`src/rtl/dffrs_pkg.sv`:
```
// Shared types and helpers for the dffrs_bank set/reset register bank.
// Holds the base-value select encoding and the shift-counter width derivation.
package dffrs_pkg;

   typedef enum logic [1:0] {
      HOLD  = 2'd0,
      LOAD  = 2'd1,
      SHIFT = 2'd2
   } dffrs_mode_e;

   // Counter must be able to represent WIDTH itself, hence WIDTH+1.
   function automatic int calc_cnt_w(input int width);
      return $clog2(width + 1);
   endfunction

endpackage

```
`src/rtl/dffrs_force_bit.sv`:
```
// One bit of the bank: applies the active-low clear/set forces on top of the
// base value and produces the complement output with the dual-force exception.
module dffrs_force_bit (
   input  logic base_i,
   input  logic q_i,
   input  logic sn_i,
   input  logic rn_i,
   output logic d_o,
   output logic qn_o
);

   // Clear dominates set; ternaries keep X on a force pin visible in simulation.
   assign d_o  = !rn_i ? 1'b0 : (!sn_i ? 1'b1 : base_i);
   assign qn_o = (!sn_i && !rn_i) ? 1'b0 : ~q_i;

endmodule

```
`src/rtl/dffrs_bank.sv`:
```
// WIDTH-bit register bank with per-bit set/clear, parallel load, scan shift
// toward the MSB with a shift-complete pulse, and a registered change flag.
module dffrs_bank
   import dffrs_pkg::*;
#(
   parameter int               WIDTH     = 8,
   parameter logic [WIDTH-1:0] RESET_VAL = '0
) (
   input  logic             CK,
   input  logic             RST,
   input  logic [WIDTH-1:0] D,
   input  logic             EN,
   input  logic [WIDTH-1:0] SN,
   input  logic [WIDTH-1:0] RN,
   input  logic             SE,
   input  logic             SI,
   output logic [WIDTH-1:0] Q,
   output logic [WIDTH-1:0] QN,
   output logic             SO,
   output logic             SDONE,
   output logic             CHG
);

   localparam int               CNT_W    = calc_cnt_w(WIDTH);
   localparam logic [CNT_W-1:0] CNT_LAST = CNT_W'(WIDTH - 1);

   logic [WIDTH-1:0] q_q, q_d, base_d, qn_w;
   logic [CNT_W-1:0] cnt_q, cnt_d;
   logic             sdone_q, sdone_d;
   logic             chg_q, chg_d;
   dffrs_mode_e      mode;

   assign mode = SE ? SHIFT : (EN ? LOAD : HOLD);

   always_comb begin
      base_d = q_q;
      case (mode)
         SHIFT:   base_d = {q_q[WIDTH-2:0], SI};
         LOAD:    base_d = D;
         HOLD:    base_d = q_q;
         default: base_d = {WIDTH{1'bx}};
      endcase
   end

   for (genvar i = 0; i < WIDTH; i++) begin : g_bit
      dffrs_force_bit u_force (
         .base_i (base_d[i]),
         .q_i    (q_q[i]),
         .sn_i   (SN[i]),
         .rn_i   (RN[i]),
         .d_o    (q_d[i]),
         .qn_o   (qn_w[i])
      );
   end

   // Counter tracks consecutive shift edges only; forces never touch it.
   always_comb begin
      cnt_d   = '0;
      sdone_d = 1'b0;
      if (SE) begin
         if (cnt_q == CNT_LAST) begin
            sdone_d = 1'b1;
         end else begin
            cnt_d = cnt_q + CNT_W'(1);
         end
      end
      chg_d = (q_d != q_q);
   end

   always_ff @(posedge CK) begin
      if (RST) begin
         q_q     <= RESET_VAL;
         cnt_q   <= '0;
         sdone_q <= 1'b0;
         chg_q   <= 1'b0;
      end else begin
         q_q     <= q_d;
         cnt_q   <= cnt_d;
         sdone_q <= sdone_d;
         chg_q   <= chg_d;
      end
   end

   assign Q     = q_q;
   assign QN    = qn_w;
   assign SO    = q_q[WIDTH-1];
   assign SDONE = sdone_q;
   assign CHG   = chg_q;

endmodule

```
`config.mk`:
```
export PLATFORM = sky130hd
export DESIGN_NAME = dffrs_bank
export DESIGN_NICKNAME = d
export VERILOG_FILES = /design/src/rtl/dffrs_pkg.sv /design/src/rtl/dffrs_force_bit.sv /design/src/rtl/dffrs_bank.sv
export SDC_FILE = /design/constraint.sdc
export NUM_CORES = 1
export LEC_CHECK = 0
export ABC_CLOCK_PERIOD_IN_PS = 1700
export BUFFER_PORTS_ARGS = -buffer_cell sky130_fd_sc_hd__buf_4
export CAP_MARGIN = 40
export CELL_PAD_IN_SITES_DETAIL_PLACEMENT = 0
export CELL_PAD_IN_SITES_GLOBAL_PLACEMENT = 1
export CORE_MARGIN = 3
export CORE_UTILIZATION = 29
export CTS_CLUSTER_SIZE = 40
export DETAILED_ROUTE_END_ITERATION = 16
export MAX_ROUTING_LAYER = met4
export PLACE_DENSITY = 0.83
export SETUP_SLACK_MARGIN = 0.3
export SYNTH_ARGS = -nofsm -noshare
export SYNTH_HDL_FRONTEND = slang
export SYNTH_HIERARCHICAL = 1
export SYNTH_SLANG_ARGS = --single-unit
```
`constraint.sdc`:
```
create_clock -name CK -period 1.7 [get_ports CK]
set_input_delay 0.085 -clock CK [delete_from_list [all_inputs] [get_ports CK]]
set_output_delay 0.085 -clock CK [all_outputs]
set_load 0.02 [all_outputs]
```
## Word-level counts from Yosys, hierarchy flattened

Cells that the tools add are included.

| word-level totals | value |
|---|---|
| input port bits | 29 |
| word-level logic and storage cells | 73 |
| register bits | 14 |
| output and inout port bits | 19 |

| operators by class | value |
|---|---|
| $add $sub $neg | 1 |
| eq/ne operators | 4 |
| reduce and logical (&&, ||, !) cells | 27 |
| bitwise logic cells | 9 |
| mux-type cells | 28 |

Operators with widths:

| cell | count |
|---|---|
| 1-bit two-way mux | 26 |
| 8-bit case mux with 3 select lines | 1 |
| 1-bit logical NOT | 16 |
| 1-bit inverter | 9 |
| 1-bit logical AND | 8 |
| 8-bit != test | 1 |
| 4-bit by 1-bit adder with 4-bit output, second input constant | 1 |
| 4-bit by 3-bit == test with 1-bit output, second input constant | 1 |
| 3-bit OR reduction | 1 |
| 2-bit by 1-bit == test with 1-bit output, second input constant | 1 |
| 2-bit == test, second input constant | 1 |
| 2-bit logical NOT | 1 |
| 2-bit two-way mux | 1 |
| 2-bit OR reduction | 1 |

## Longest topological paths before layout

| logic depth | value |
|---|---|
| depth after elaboration | 7 |
| depth in mapped cells | 8 |
| depth with buffers taken out | 7 |

## By module

Netlist, hierarchy kept.

By module, submodules not included:

| module | area an instance (um^2) | sequential area each (um^2) | cells an instance | instances |
|---|---|---|---|---|
| dffrs_bank | 676.9 | 280.3 | 73 | 1 |
| dffrs_force_bit | 22.5 | 0.0 | 4 | 8 |

## Least setup slack after synthesis

OpenSTA, ideal clock, no wires.

| timing | value |
|---|---|
| path type | flip-flop to flip-flop |
| start point | register q_q[2], in the netlist Q[2] |
| end point | register chg_q, in the netlist CHG |
| required time | 1.573 ns |
| path buffers | 0 |
| stages on the path, launching flop included | 8 |
| clock period less this slack | 1.470 ns |
| setup time | 0.127 ns |
| slack | 0.230 ns |
| data arrival time | 1.343 ns |
| cell sequence | dfxtp_1 mux2i_1 o21ai_0 inv_1 a21boi_2 xor2_1 nor4_1 a21oi_1 |

| on the way | value |
|---|---|
| cells in the longest elaborated chain, start to end | 4 |
| elaborated cells on any way between the ends | 6 |
| classes of those cells | 1 x eq/ne; 5 x mux |

RTL lines:

| element | RTL line | RTL |
|---|---|---|
| start: declaration | dffrs_bank.sv:27 | `logic [WIDTH-1:0] q_q, q_d, base_d, qn_w;` |
| start signal: assignment | dffrs_bank.sv:77 | `q_q <= q_d;` |
| 8-bit case mux with 3 select lines | dffrs_bank.sv:37 | `case (mode)` |
| net base_d[2] | dffrs_bank.sv:27 |  |
| 1-bit two-way mux (2 in series) | dffrs_force_bit.sv:13 | `assign d_o = !rn_i ? 1'b0 : (!sn_i ? 1'b1 : base_i);` |
| net q_d[2] | dffrs_bank.sv:27 |  |
| 8-bit != test | dffrs_bank.sv:67 | `chg_d = (q_d != q_q);` |
| end signal: assignment | dffrs_bank.sv:80 | `chg_q <= chg_d;` |
| end: declaration | dffrs_bank.sv:30 | `logic chg_q, chg_d;` |

The timed path passes the listed nets, and every way through them passes these cells.
A chain may end at the register's enable or synchronous reset.

## Worst setup path after layout

| timing | value |
|---|---|
| start point | register q_q[7], in the netlist Q[7] |
| end point | register chg_q, in the netlist CHG |

Same word-level chain as after synthesis.

==> summary.md <==
| Metric | Value |
|---|---|
| GRT Total Usage | 0.132 |
| Vias in the first global route | 814 |
| First-pass GRT wire length | approximately 3500 um |
| Fin. Hold Viols | 0 |
| Synth area leaders | dfxtp_1, a21boi_2, mux2i_1, nor2_1, xor2_1 |
| Number of CTS-inserted buffers | 3 |
| Via count | 832 |
| Final worst path period share | 0.796 |
| CP Max Fanout | 3 |
| Clock power frac | 0.281 |
| Leak | 0.654 nW |
| Yosys top cell by area | dfxtp_1 |
| Vias/cell | 4.45 |
| Crit-path slowest cell | dfxtp_4 |
| Post-route ant nets | 0 |
| # setup viols final | 0 |
| Switching share of total power | 0.291 |
| Slew @ Worst Pin | 218 ps |
| Core area | 0.00278 mm2 |
| Pre-Repair DR Iteration Count | 4 |
| Post-synthesis instance area | around 860 um2 |
| Share of cells above drive strength 1 | 0.455 |
| Warnings, synthesis | 6 |
| Total number of placement rows | 19 |
| Crit start category | flip-flop |
| Chip Height | 60.4 um |
| GRT overflow | 0 |
| H-tree Lvls | 1 |
| Mean Syn Cell Area | 8.16 um2 |
| Yosys reg bits | 14 |
| Final Max Slew Viols | 0 |
| Hold_ws | 21.2 ps |
| Clock tree sinks | 14 |
| Post-Route Setup TNS | 0 ps |
| Die area | 0.00364 mm2 |
| Clock Skews | ~5.4 ps |
| IO Count | 48 |
| Hpwl dp | 1730 um |
| # DRC | 0 |
| Highest clock rate | 739 MHz |
| Seq pwr share | 0.415 |
| Maxcap violations | 0 |
| Hold Buf Count CTS | 0 |
| Final estimated routing congestion in global placement | ~0.7 |
| Peak VDD IR | 0.451 mV |
| DRT iter0 DRCs | 3 |
| Root buf cell | clkbuf_4 |
| CP Class | reg2reg |
| Starting Density | 0.308 |
| Crit path cell chain | mux2i_1 > o21ai_1 > inv_1 > a21boi_2 > xor2_1 > nor4_2 > a21oi_1 |
| CTS tree | built |
| Comb pwr share | 0.303 |
| Status | finished clean |
| HP Class | in2reg |
| Antenna violations before repair | 0 |
| CP Capture Type | flip-flop |
| Final WL | approximately 2200 um |
| Synth top area share | 0.327 |
| Switching power | approximately 0.25 mW |
| Clock-pin slew on the worst setup and hold paths | 90 ps |
| # fillers | 292 |
| Slowest stage delay, CP | 360 ps |
| CP Launch Point | Q[7] |
| Area grow syn2layout | 53.1% |
| PD cells | 650 mW/mm2 |
| Port Buffer Count | 47 |
| Clk_lat worst skew | between 200 and 300 ps |
| Yosys cell types | 20 |
| Final min period | 1350 ps |
| # diodes | 0 |
| WP data required | 1870 ps |
| Largest net degree at the start of global routing | 18 |
| Fin util | 0.472 |
| Cells after Synth | 105 |
| Slew margin rel. | 0.853 |
| RR Startpoint | Q[7] |
| Internal power | 0.605 mW |
| Number of nets in the layout | 187 |
| CTS max path bufs | 2 |
| WL/cell | 11.6 um |
| Min-delay src | RST |
| Syn Nets | ~140 |
| Die X | 60.4 um |
| Register area share after synthesis | 0.327 |
| Crit path DAT | about 1500 ps |
| RSZ-0062 raised after global routing | yes |
sequential cells by signal, indices dropped and copies added, names as in the netlist:
name and count:
Q 8, cnt_q 4, CHG 1, SDONE 1
critical path, delay by kind of cell (launching register included):
| kind | cells | cell delay [ps] |
|---|---|---|
| buf+inv | 1 | 60 |
| xor+xnor | 1 | 100 |
| simple gates | 1 | 260 |
| compound gates | 3 | 410 |
| mux | 1 | 70 |
| flops | 1 | 360 |
cell usage after synthesis:
| master | number |
|---|---|
| nor2_1 | 21 |
| dfxtp_1 | 14 |
| inv_1 | 9 |
| xor2_1 | 9 |
| a21boi_2 | 8 |
| mux2i_1 | 8 |
| nand2_1 | 8 |
| o21ai_0 | 8 |
| nor2b_1 | 5 |
| and2b_1 | 3 |
| buf_4 | 2 |
| nor4_1 | 2 |
| a21oi_1 | 1 |
| buf_2 | 1 |
| ha_1 | 1 |
| nand2b_1 | 1 |
| nand2b_4 | 1 |
| nand3_1 | 1 |
| nand3b_1 | 1 |
| xnor2_1 | 1 |
area by class of cell:
type | instances | area (um2) | share of cell area
multi-input combinational | 79 | 529 | 0.403
timing repair buffer | 50 | 375 | 0.286
sequential | 14 | 299 | 0.228
tap | 31 | 38.8 | 0.0296
clock buffer | 4 | 36.3 | 0.0276
inverter | 9 | 33.8 | 0.0257
stage by stage:
stage	power (mW)	setup WS, ps	std cells	instance area, um2
3_5_place_dp	0.617	235	180	1240
4_1_cts	0.866	302	186	1300
6_report	0.854	346	187	1310
2_1_floorplan	0.499	331	105	865
3_3_place_gp	0.612	242	180	1240
5_1_grt	0.902	202	187	1310
worst paths after layout:
check / to / slack (ps) / cells after the start
worst max-delay path: CHG / 350 / 7
worst max register to register: CHG / 350 / 7
worst min register to register: cnt_q[0] / 450 / 1
worst min-delay path: Q[1] / 20 / 2
cells in the final DEF (no fill, tap or decap), drive strengths merged:
| cell | count |
|---|---|
| buf | 50 |
| and2b | 3 |
| xor2 | 9 |
| a21oi | 1 |
| mux2i | 8 |
| a21boi | 8 |
| dfxtp | 14 |
| ha | 1 |
| nand2 | 8 |
| nor2b | 5 |
| nor2 | 21 |
| clkbuf | 4 |
| nand3b | 1 |
| o21ai | 8 |
| nor4 | 2 |
| nand2b | 2 |
| xnor2 | 1 |
| nand3 | 1 |
| inv | 9 |
power by group through the flow:
| stage | Sequential [mW] | Clock [mW] | Combinational (mW) |
|---|---|---|---|
| 2_1_floorplan | 0.380 | 0 | 0.119 |
| 3_3_place_gp | 0.367 | 0 | 0.245 |
| 3_5_place_dp | 0.368 | 0 | 0.249 |
| 4_1_cts | 0.356 | 0.253 | 0.256 |
| 5_1_grt | 0.357 | 0.260 | 0.285 |
| 6_report | 0.354 | 0.240 | 0.259 |
layer usage:
layer  up-vias  routed length (um)  global-route usage
met1       366                 829               0.135
met3         5                 156              0.0426
li1        438                   -                   -
met5         -                   0                   -
met4         0                  25              0.0380
met2        23                1160               0.239
cells by family after synthesis:
logic type / count (synthesis) / share of synthesized area
and+or+nand+nor: 43 / 0.242
AOI/OAI and AO/OA: 17 / 0.158
DFF: 14 / 0.327
buffers and inverters: 12 / 0.0628
xor gates and xnor gates: 10 / 0.102
muxes: 8 / 0.0934
adders and majority gates: 1 / 0.0146
timing repair:
| action | in CTS | in global routing |
|---|---|---|
| pin swaps | 2 | 5 |
| endpoints found under the setup margin | 1 | 1 |
| cloned | 0 | 0 |
| resized for setup | 6 | 4 |
| setup buffers | 2 | 1 |
| hold endpoints to repair | 0 | 0 |
Power figures use the tool's default switching activity.
